### src/rtl/pump_pkg.sv
// Shared definitions for the pump lead/lag scheduler.
// State encodings, millisecond counter width and a saturating increment.
package pump_pkg;

  localparam int MS_CNT_W = 16;

  typedef enum logic [1:0] {
    ST_IDLE = 2'd0,
    ST_RUN  = 2'd1,
    ST_DEAD = 2'd2
  } state_t;

  typedef logic [MS_CNT_W-1:0] ms_cnt_t;

  function automatic ms_cnt_t sat_inc(ms_cnt_t v);
    return (v == '1) ? v : v + 1'b1;
  endfunction

endpackage

### src/rtl/ms_tick_gen.sv
// Free-running prescaler emitting a one-cycle tick every millisecond.
// With CLK_HZ = 1000 the tick is high on every cycle.
module ms_tick_gen #(
  parameter int CLK_HZ = 1_000_000
) (
  input  logic clk,
  input  logic rst,
  output logic tick
);

  localparam int DIV = (CLK_HZ / 1000 < 1) ? 1 : CLK_HZ / 1000;
  localparam int W   = (DIV > 1) ? $clog2(DIV) : 1;
  localparam logic [W-1:0] TERM = W'(DIV - 1);

  logic [W-1:0] cnt;

  assign tick = (cnt == TERM);

  always_ff @(posedge clk or posedge rst) begin
    if (rst) begin
      cnt <= '0;
    end else if (tick) begin
      cnt <= '0;
    end else begin
      cnt <= cnt + 1'b1;
    end
  end

endmodule

### src/rtl/pump_lead_lag_scheduler.sv
// Two-pump lead/lag scheduler with min on/off, run cap swap and failover.
// Pump drives are registered from the next state so they move with it.
module pump_lead_lag_scheduler
  import pump_pkg::*;
#(
  parameter int CLK_HZ     = 1_000_000,
  parameter int MIN_ON_MS  = 2000,
  parameter int MIN_OFF_MS = 5000,
  parameter int MAX_RUN_MS = 60000,
  parameter int DEAD_MS    = 200
) (
  input  logic       clk,
  input  logic       rst,
  input  logic       pump_req,
  input  logic       en_auto,
  input  logic       fault,
  input  logic       avail_a,
  input  logic       avail_b,
  output logic       pump_a_on,
  output logic       pump_b_on,
  output logic       lead_b,
  output logic [1:0] state_o,
  output logic       no_pump_alarm,
  output logic [7:0] run_cycles
);

  localparam ms_cnt_t MIN_ON  = ms_cnt_t'(MIN_ON_MS);
  localparam ms_cnt_t MIN_OFF = ms_cnt_t'(MIN_OFF_MS);
  localparam ms_cnt_t MAX_RUN = ms_cnt_t'(MAX_RUN_MS);
  localparam ms_cnt_t DEAD_T  = ms_cnt_t'(DEAD_MS);

  state_t     state, nxt;
  logic       sel, sel_n, lead_n, cyc_inc;
  logic       tick, ok, act_ok, oth_ok;
  logic [1:0] avail;
  ms_cnt_t    off_cnt, run_cnt, dead_cnt;

  ms_tick_gen #(.CLK_HZ(CLK_HZ)) u_tick (
    .clk  (clk),
    .rst  (rst),
    .tick (tick)
  );

  assign ok      = en_auto & ~fault;
  assign avail   = {avail_b, avail_a};
  assign act_ok  = avail[sel];
  assign oth_ok  = avail[~sel];
  assign state_o = state;

  always_comb begin
    nxt     = state;
    sel_n   = sel;
    lead_n  = lead_b;
    cyc_inc = 1'b0;
    unique case (state)
      ST_IDLE: begin
        if (pump_req && ok && (avail_a || avail_b)
            && off_cnt >= MIN_OFF) begin
          nxt   = ST_RUN;
          sel_n = avail[lead_b] ? lead_b : ~lead_b;
        end
      end
      ST_RUN: begin
        if (!ok) begin
          nxt     = ST_IDLE;
          cyc_inc = 1'b1;
        end else if (!act_ok) begin
          nxt = (oth_ok && pump_req) ? ST_DEAD : ST_IDLE;
        end else if (!pump_req && run_cnt >= MIN_ON) begin
          nxt     = ST_IDLE;
          lead_n  = ~lead_b;
          cyc_inc = 1'b1;
        end else if (run_cnt >= MAX_RUN && oth_ok) begin
          nxt    = ST_DEAD;
          lead_n = ~lead_b;
        end
      end
      ST_DEAD: begin
        if (!ok || !pump_req || !oth_ok) begin
          nxt = ST_IDLE;
        end else if (dead_cnt >= DEAD_T) begin
          nxt   = ST_RUN;
          sel_n = ~sel;
        end
      end
      default: nxt = ST_IDLE;
    endcase
  end

  always_ff @(posedge clk or posedge rst) begin
    if (rst) begin
      state         <= ST_IDLE;
      sel           <= 1'b0;
      lead_b        <= 1'b0;
      off_cnt       <= MIN_OFF;
      run_cnt       <= '0;
      dead_cnt      <= '0;
      run_cycles    <= '0;
      pump_a_on     <= 1'b0;
      pump_b_on     <= 1'b0;
      no_pump_alarm <= 1'b0;
    end else begin
      state         <= nxt;
      sel           <= sel_n;
      lead_b        <= lead_n;
      run_cycles    <= run_cycles + {7'd0, cyc_inc};
      pump_a_on     <= (nxt == ST_RUN) & ~sel_n;
      pump_b_on     <= (nxt == ST_RUN) & sel_n;
      no_pump_alarm <= pump_req & ok & ~avail_a & ~avail_b;
      if (state == ST_RUN && nxt != ST_RUN) begin
        off_cnt <= '0;
      end else if (state == ST_IDLE && tick) begin
        off_cnt <= sat_inc(off_cnt);
      end
      if (nxt == ST_RUN && state != ST_RUN) begin
        run_cnt <= '0;
      end else if (state == ST_RUN && tick) begin
        run_cnt <= sat_inc(run_cnt);
      end
      if (nxt == ST_DEAD && state != ST_DEAD) begin
        dead_cnt <= '0;
      end else if (state == ST_DEAD && tick) begin
        dead_cnt <= sat_inc(dead_cnt);
      end
    end
  end

endmodule

### config.mk
export PLATFORM = sky130hd
export DESIGN_NAME = pump_lead_lag_scheduler
export DESIGN_NICKNAME = d
export VERILOG_FILES = /design/src/rtl/pump_pkg.sv /design/src/rtl/ms_tick_gen.sv /design/src/rtl/pump_lead_lag_scheduler.sv
export SDC_FILE = /design/constraint.sdc
export NUM_CORES = 1
export LEC_CHECK = 0
export ABC_AREA = 1
export BUFFER_PORTS_ARGS = -buffer_cell sky130_fd_sc_hd__buf_2
export CAP_MARGIN = 20
export CORE_ASPECT_RATIO = 1.5
export CORE_UTILIZATION = 45
export DETAILED_ROUTE_END_ITERATION = 16
export GPL_ROUTABILITY_DRIVEN = 0
export PLACE_DENSITY_LB_ADDON = 0.3
export REMOVE_ABC_BUFFERS = 1
export SLEW_MARGIN = 20
export SYNTH_ARGS = -nofsm -noshare
export SYNTH_HDL_FRONTEND = slang
export SYNTH_HIERARCHICAL = 1
export SYNTH_SLANG_ARGS = --single-unit
export TNS_END_PERCENT = 30
### constraint.sdc
create_clock -name clk -period 1.7 [get_ports clk]
set_input_delay 0.255 -clock clk [delete_from_list [all_inputs] [get_ports clk]]
set_output_delay 0.255 -clock clk [all_outputs]
set_load 0.02 [all_outputs]
==> flow_metrics.py <==
metrics = {
    "setup_path": {
        "cp_slowest_cell": "dfrtp_1",
        "cp_cell_sequence": "inv_2 -> a21oi_2 -> nand3_1 -> nand2_2 -> nand3_4 -> a21oi_4 -> ha_4 -> ha_4 -> nand3_4 -> buf_4 -> xor2_1",
        "crit_fanout": 2,
        "endpoint_kind": "flop",
        "cp.required_ns": 1.92,
        "cp.arrival_ns": 2.08,
        "start_kind": "flop",
        "worst-setup-path-type": "reg -> reg",
        "slowest_delay_ns": 0.39,
    },
    "floorplanning": {
        "dieWidth_um": 83.2,
        "die_y_um": 124,
        "rows": 44,
        "die_area_mm2": 0.0103,
        "ios": 21,
        "initial_utilization": 0.462,
        "core_mm2": 0.00963,
    },
    "grt": {
        "grt_pass1_wl_mm": 17.9,
        "grt_overflow": 0,
        "grt_usage": 0.219,
        "grt_max_degree": 38,
        "antenna_found_initial": 0,
        "grt_pass1_vias": 4112,
    },
    "layout": {
        "final_area_mm2": 0.00633,
        "postLayoutCoreUtil": 0.657,
        "final_common_cell": "nand2_1",
        "insertedDiodeCount": 0,
        "nets": 733,
        "drive_gt1_frac": 0.409,
        "synthToLayoutAreaGrowth_pct": 42.1,
        "layout_common_cells": "nand2_1, buf_4, inv_1",
    },
    "synthesis": {
        "async_reset_ff_frac": 1.00,
        "synth_top_area_frac": 0.382,
        "yosysWarningCount": 6,
        "ys.flop_type": "dfrtp_1",
        "syn_inst": 581,
        "ys_ff_latch": 73,
        "ys_types": 39,
        "seq_area_frac_synth": 0.412,
        "synth_area_leaders": "dfrtp_1, nand2_1, nor2_1, inv_1, xor2_1",
        "syn_area_mm2": 0.00445,
        "synth_top_area_cell": "dfrtp_1",
        "synth_edf_count": 0,
        "syn_area_per_cell_um2": 7.67,
    },
    "timing": {
        "slew_headroom": 0.729,
        "finalCriticalPeriod_ns": 1.86,
        "drv_slew": 0,
        "finalCritPeriodShare": 1.09,
        "fmax_mhz": 538,
        "setup_ws_ns": -0.159,
        "setup_viol": 36,
        "rsz0062_at_grt": "yes",
        "hold_viol": 0,
        "fin_skew_ns": 0.00848,
        "worst_slew_pin_slew_ns": 0.406,
    },
    "pwr": {
        "ir_worst_vdd_v": 0.000713,
        "p_leak_uw": 0.00333,
        "pwr_density_cell_mw_per_mm2": 659,
    },
    "clocking": {
        "clock_latency_ns": 0.34,
        "cts_buffer_depth": 2,
        "cts_sinks": 73,
        "cts_tree": "built",
        "cts.clk_slew.worst_paths_ns": 0.06,
        "cts_buffers": 9,
        "htreeDepth": 3,
        "clockRootBuffer": "clkbuf_16",
    },
    "placement": {
        "port_buffers": 20,
        "place_hpwl_mm": 7.42,
        "place_area_mm2": 0.00529,
    },
    "status": {
        "failed_checks": "negative setup slack",
        "status": "finished, violations left",
    },
    "run": {
        "max_cap_violations": 0,
    },
    "route": {
        "viasPerCell": 4.96,
        "drtIter0Drc": 201,
        "drt-total-wl_mm": 11.4,
        "drc_errors": 0,
        "vias": 4148,
        "dr.pass1.iters": 4,
        "ant_nets": 0,
        "wl_per_cell_um": 13.6,
    },
    "min_path": {
        "min_path_type": "in -> reg",
    },
}
==> synthesized netlist by cell type (3+ instances only) <==
master	n
xnor2_1	5
nand2_1	122
nand4_1	14
inv_2	19
nand3_1	37
nor3_2	4
o21ai_0	6
nor2_1	88
nor2_4	7
ha_1	9
dfrtp_1	68
a21oi_1	7
nand2_2	20
inv_1	87
nand3_2	4
nand2_4	3
xor2_1	34
dfstp_2	5
nor2_2	16
==> registers in the layout (all words and copies together) (netlist names) <==
name,flops
u_tick/cnt,10
sel,1
off_cnt,16
state_o,2
lead_b,1
dead_cnt,16
pump_a_on,1
run_cycles,8
run_cnt,16
pump_b_on,1
no_pump_alarm,1
==> stage by stage <==
step           hold slack (ns)  setup TNS (ns)  std cells  power, µW  setup WS [ns]
6_report                 0.238           -1.71        837       4170         -0.159
5_1_grt                  0.230           -7.08        837       4290         -0.282
4_1_cts                  0.218          -0.863        826       4170         -0.196
3_5_place_dp             0.256           -5.26        792       1980         -0.332
3_3_place_gp             0.251           -2.10        792       1970         -0.174
2_1_floorplan           0.0952           -6.85        577       1900         -0.116
==> layout make-up <==
type                    instances  area, µm²
fillers                       703       3310
repair inverters                1       8.76
well taps                     115        144
clock inverters                 6        105
inverters                     109        434
clock buffers                  10        239
flip-flops and latches         73       1830
repair buffers                128       1030
multi-input cells             395       2540
==> kinds of logic after synthesis <==
group / share of synthesized area
AO/OA/AOI/OAI: 0.0303
buffers and inverters: 0.103
flip-flops: 0.412
AND/OR/NAND/NOR: 0.353
adder cells (fa/ha/maj): 0.0253
XOR/XNOR: 0.0767
==> power by group <==
part | leakage (µW) | total, µW | switching, µW | internal [µW]
Sequential | 0.000807 | 1760 | 10.8 | 1750
Clock | 0.000172 | 2190 | 729 | 1460
Combinational | 0.00235 | 212 | 135 | 76.4
Total | 0.00333 | 4170 | 875 | 3290
==> repair_timing <==
item,in CTS,in global routing
pin swaps,24,34
gates cloned,1,1
hold buffers,1,0
resized for setup,51,64
hold endpoints to repair,22,0
endpoints found under the setup margin,54,56
buffers inserted,16,10
==> path summary, 6_finish.rpt <==
check	slack, ns	start	to	cells past startpoint
max in group asynchronous	0.69	rst	off_cnt[3]	4
setup reg to reg	-0.16	run_cnt[4]	run_cycles[4]	11
hold reg to reg	0.46	run_cycles[7]	run_cycles[7]	1
min in group asynchronous	0.44	rst	state_o[1]	3
hold / removal	0.24	avail_a	no_pump_alarm	3
setup / recovery	-0.16	run_cnt[4]	run_cycles[4]	11
==> worst max-delay path, delay by kind of cell, from the launching register on <==
family / cells / cell delay, ns
xor+xnor: 1 / 0.13
fa+ha+maj: 2 / 0.31
flops: 1 / 0.39
simple gates: 4 / 0.41
compound gates: 2 / 0.29
buf+inv: 2 / 0.21
==> per-layer routing <==
metal / routed length [µm] / share of wire / global-route usage
met5: 0 / 0 / 0
met4: 382 / 0.034 / 0.116
met3: 281 / 0.025 / 0.0417
met2: 6370 / 0.56 / 0.422
met1: 4320 / 0.38 / 0.225
(Power assumes the default switching activity.)
